**src/rtl/pipe_stage_buffer.sv**
```systemverilog
// Inter-stage pipeline register with valid/ready handshake, stall and flush.
// Define PIPE_STAGE_BUFFER_SKID_EN for the 2-entry build with a fully registered o_ready.
module pipe_stage_buffer #(
    parameter int CTRL_WIDTH = 32,
    parameter int DATA_WIDTH = 80
) (
    input  logic                  i_clk,
    input  logic                  i_reset,
    input  logic                  i_flush,
    input  logic                  i_stall,
    input  logic                  i_valid,
    output logic                  o_ready,
    input  logic [CTRL_WIDTH-1:0] i_ctrl,
    input  logic [DATA_WIDTH-1:0] i_data,
    output logic                  o_valid,
    input  logic                  i_ready,
    output logic [CTRL_WIDTH-1:0] o_ctrl,
    output logic [DATA_WIDTH-1:0] o_data,
    output logic [1:0]            o_count
);

    logic                  r_main_valid;
    logic [CTRL_WIDTH-1:0] r_main_ctrl;
    logic [DATA_WIDTH-1:0] r_main_data;

    logic w_accept;
    logic w_release;

    assign w_accept  = i_valid & o_ready & ~i_stall;
    assign w_release = r_main_valid & i_ready & ~i_stall;

    // Gate the head so an empty buffer always presents a NOP downstream.
    assign o_valid = r_main_valid;
    assign o_ctrl  = r_main_valid ? r_main_ctrl : '0;
    assign o_data  = r_main_valid ? r_main_data : '0;

`ifdef PIPE_STAGE_BUFFER_SKID_EN
    logic                  r_skid_valid;
    logic [CTRL_WIDTH-1:0] r_skid_ctrl;
    logic [DATA_WIDTH-1:0] r_skid_data;

    // Ready comes straight from a flop, so no path from i_ready reaches upstream.
    assign o_ready = ~r_skid_valid;
    assign o_count = {1'b0, r_main_valid} + {1'b0, r_skid_valid};

    always_ff @(posedge i_clk) begin
        if (i_reset || i_flush) begin
            r_main_valid <= 1'b0;
            r_main_ctrl  <= '0;
            r_main_data  <= '0;
            r_skid_valid <= 1'b0;
            r_skid_ctrl  <= '0;
            r_skid_data  <= '0;
        end else if (!i_stall) begin
            if (r_skid_valid) begin
                if (w_release) begin
                    r_main_ctrl  <= r_skid_ctrl;
                    r_main_data  <= r_skid_data;
                    r_skid_valid <= 1'b0;
                    r_skid_ctrl  <= '0;
                    r_skid_data  <= '0;
                end
            end else if (r_main_valid) begin
                if (w_release) begin
                    if (w_accept) begin
                        r_main_ctrl <= i_ctrl;
                        r_main_data <= i_data;
                    end else begin
                        r_main_valid <= 1'b0;
                    end
                end else if (w_accept) begin
                    r_skid_valid <= 1'b1;
                    r_skid_ctrl  <= i_ctrl;
                    r_skid_data  <= i_data;
                end
            end else if (w_accept) begin
                r_main_valid <= 1'b1;
                r_main_ctrl  <= i_ctrl;
                r_main_data  <= i_data;
            end
        end
    end
`else
    // Single entry: a full buffer can only take a new entry while releasing its head.
    assign o_ready = ~i_stall & (~r_main_valid | i_ready);
    assign o_count = {1'b0, r_main_valid};

    always_ff @(posedge i_clk) begin
        if (i_reset || i_flush) begin
            r_main_valid <= 1'b0;
            r_main_ctrl  <= '0;
            r_main_data  <= '0;
        end else if (w_accept) begin
            r_main_valid <= 1'b1;
            r_main_ctrl  <= i_ctrl;
            r_main_data  <= i_data;
        end else if (w_release) begin
            r_main_valid <= 1'b0;
        end
    end
`endif

endmodule

```
**config.mk**
```make
export PLATFORM = sky130hd
export DESIGN_NAME = pipe_stage_buffer
export DESIGN_NICKNAME = d
export VERILOG_FILES = /design/src/rtl/pipe_stage_buffer.sv
export SDC_FILE = /design/constraint.sdc
export NUM_CORES = 1
export LEC_CHECK = 0
export CAP_MARGIN = 20
export CORE_MARGIN = 8
export CORE_UTILIZATION = 42
export CTS_BUF_LIST = sky130_fd_sc_hd__clkbuf_16
export DETAILED_ROUTE_END_ITERATION = 7
export PLACE_DENSITY = 0.92
export RECOVER_POWER = 25
export SETUP_SLACK_MARGIN = 0.2
export SYNTH_ARGS = -nofsm -noshare
export SYNTH_HDL_FRONTEND = slang
export SYNTH_SLANG_ARGS = --single-unit
```
**constraint.sdc**
```tcl
create_clock -name i_clk -period 1.5 [get_ports i_clk]
set_input_delay 0.3 -clock i_clk [delete_from_list [all_inputs] [get_ports i_clk]]
set_output_delay 0.3 -clock i_clk [all_outputs]
set_load 0.02 [all_outputs]
```
==> summary.md <==
| Metric | Value |
|---|---|
| Run status | `finished with violations` |
| Failing checks | `setup timing` |
| Crit end category | `output port` |
| Hold/Removal Path Class | `reg -> reg` |
| Dpl cell area | `8180 um^2` |
| GP Congestion | `0.757` |
| Syn Nets | `737` |
| Smallest setup slack after layout | `-233 ps` |
| Synth top cells by count | `nand2_1 (225), dfxtp_1 (113), and2_1 (112), mux2i_1 (112), clkbuf_1 (33)` |
| Worst vdd ir | `0.000563 V` |
| Placed cells | `1,021` |
| Area Growth Syn to Fin | `80.3%` |
| Die W | `128 um` |
| Total negative slack | `-32,900 ps` |
| Most numerous cell in the Yosys netlist | `nand2_1` |
| Skew final | `5.71 ps` |
| Antenna-violating nets left | `0` |
| Final Critical Period | `1730 ps` |
| Share of layout cells above drive strength 1 | `0.356` |
| CTS tree | `yes` |
| Static leakage power | `4.00 nW` |
| Via count | `5,154` |
| RSZ-0062 raised after global routing | `yes` |
| Post-synthesis instance area | `5260 um^2` |
| Worst setup SP type | `register` |
| Initial Util | `0.424` |
| Total track usage | `0.208` |
| Synth Instances | `619` |
| Register area share after synthesis | `0.430` |
| Pins Over Slew Limit | `0` |
| Max Root-Sink Buffers | `2` |
| Nets | `1,015` |
| Antenna violations before repair | `1` |
| Number of global-route vias before repair | `5,414` |
| Vias per cell | `4.76` |
| Post-synth EDFFs | `0` |
| CORE AREA | `12,400 um^2` |
| Leading area contributor after synthesis | `dfxtp_1` |
| Synth Register Bits | `113` |
| Yosys cell types | `14` |
| Fillcell total | `791` |
| CP Class | `reg -> out` |
| Wirelength, routed | `18.4 mm` |
| Io pins | `234` |
| Final design area excluding fillers | `9490 um^2` |
| Hold Slack | `452 ps` |
| Buf/Inv on CP | `4` |
| Global-route wire length before repair | `27.1 mm` |
| Worst Path Required | `1200 ps` |
| Crit path arrival time | `1430 ps` |
| Drt wl/cell | `17.0 um` |
| Cts bufs inserted | `17` |
| Max incr delay on CP | `360 ps` |
| Fin cells | `1,082` |
| Ys async rst share | `0` |
| Clock Sinks | `113` |
| Slowest cell on crit path | `dfxtp_4` |
| Clk root buf | `clkbuf_16` |
| Crit path cell chain | `buf_4 -> buf_12 -> buf_4 -> and2_4 -> buf_6` |
| Reg clk slew, reported paths | `50 ps` |
| CP max FO | `17` |
| Pwr/cell area | `859 nW/um^2` |
| Final hold vios | `0` |
| Final cell utilization of the core | `0.764` |
| Grt ovf | `0` |
| Most used cell, CP | `buf_4` |
| Clk_lat worst skew | `400 ps` |
| Top-area cell type share of the netlist area | `0.430` |
| Largest net degree at the start of global routing | `37` |
| Overall power | `8.15 mW` |
| DRC | `0` |
| Max Cap Violations | `0` |
| Synth area leaders | `dfxtp_1 (43%), mux2i_1 (21%), nand2_1 (16%), and2_1 (13%), clkbuf_1 (2.4%)` |
| Die height | `128 um` |
| Ant diodes | `0` |
| Top delay family on crit path | `buffers and inverters` |
| R2R Setup Slk | `-230 ps` |
| CTS H-Tree Depth | `4` |
| Multi-input gate area | `2960 um^2` |
| FMAX | `577 MHz` |
| Die area | `16,400 um^2` |
| Fin crit share | `1.16` |
| # port buffers | `232` |
| Drt pass-1 iters | `4` |
| DP Worst Slack | `-442 ps` |
| FF/Latch Area | `2270 um^2` |
| Rows | `41` |
| Top FF cell, synth | `dfxtp_1` |
| Yosys warnings | `0` |
| DR iter-0 viols | `235` |
| Final setup vio count | `228` |
| Post-DP HPWL | `12.1 mm` |
| Average size of a mapped cell | `8.50 um^2` |
## per-layer routing
| layer | track usage | share of wire | up-vias |
|---|---|---|---|
| met1 | 0.217 | 0.37 | 2405 |
| li1 | - | - | 2513 |
| met2 | 0.370 | 0.51 | 201 |
| met4 | 0.0734 | 0.023 | 2 |
| met3 | 0.0824 | 0.090 | 33 |
| met5 | 0 | 0.00070 | - |
## path summary, 6_finish.rpt
path,startpoint,end,cells after the start
setup reg to reg,o_valid,r_main_data[66],8
hold / removal,r_main_data[28],r_main_data[28],2
setup / recovery,o_valid,o_data[68],5
hold reg to reg,r_main_data[28],r_main_data[28],2
## layout make-up
cell class | instances | share of cell area
multi-input cells | 455 | 0.312
flip-flops and latches | 113 | 0.239
repair buffers | 310 | 0.365
well taps | 172 | 0.0227
clock inverters | 15 | 0.0160
clock buffers | 17 | 0.0448
## state kept, by name (all words and copies together) (netlist names)
register / flops
r_main_data: 80
o_valid: 1
r_main_ctrl: 32
## cells by family (layout without fill, tap and decap cells)
| family | count (synthesis) | count (layout) | share of synthesized area |
|---|---|---|---|
| flops | 113 | 113 | 0.430 |
| other cells | 1 | 1 | 0.000713 |
| simple gates | 341 | 341 | 0.302 |
| mux | 112 | 112 | 0.213 |
| buf+inv | 51 | 342 | 0.0530 |
| compound gates | 1 | 1 | 0.00166 |
## cells in the final DEF (no fill, tap or decap), types with 2 or more instances in the layout
cell type	instances
and2_1	21
and2_2	37
and2_4	54
buf_12	22
buf_16	7
buf_2	9
buf_4	53
buf_6	91
buf_8	8
bufinv_16	3
clkbuf_16	20
clkdlybuf4s50_1	117
clkinv_2	5
clkinvlp_4	2
dfxtp_1	112
inv_1	3
mux2i_1	106
mux2i_2	4
mux2i_4	2
nand2_1	225
nor2_4	2
## power breakdown
part | leakage [nW] | total [mW] | switching (mW) | internal (mW)
logic | 2.79 | 1.10 | 0.411 | 0.685
clock network | 0.294 | 3.94 | 1.37 | 2.57
registers | 0.916 | 3.11 | 0.0383 | 3.07
## what timing repair did
action | CTS | global route
setup endpoints to repair | 228 | 228
pin swaps | 1 | 1
cloned | 7 | 6
buffers inserted | 7 | 9
hold buffers | 0 | 0
resized for setup | 505 | 254
## worst register-to-register path, delay by kind of cell, from the launching register on
family | cells | cell delay, ps
flops | 1 | 360
mux | 1 | 200
simple gates | 2 | 360
buf+inv | 5 | 730
Note: power is estimated with default switching activity, not from simulation.
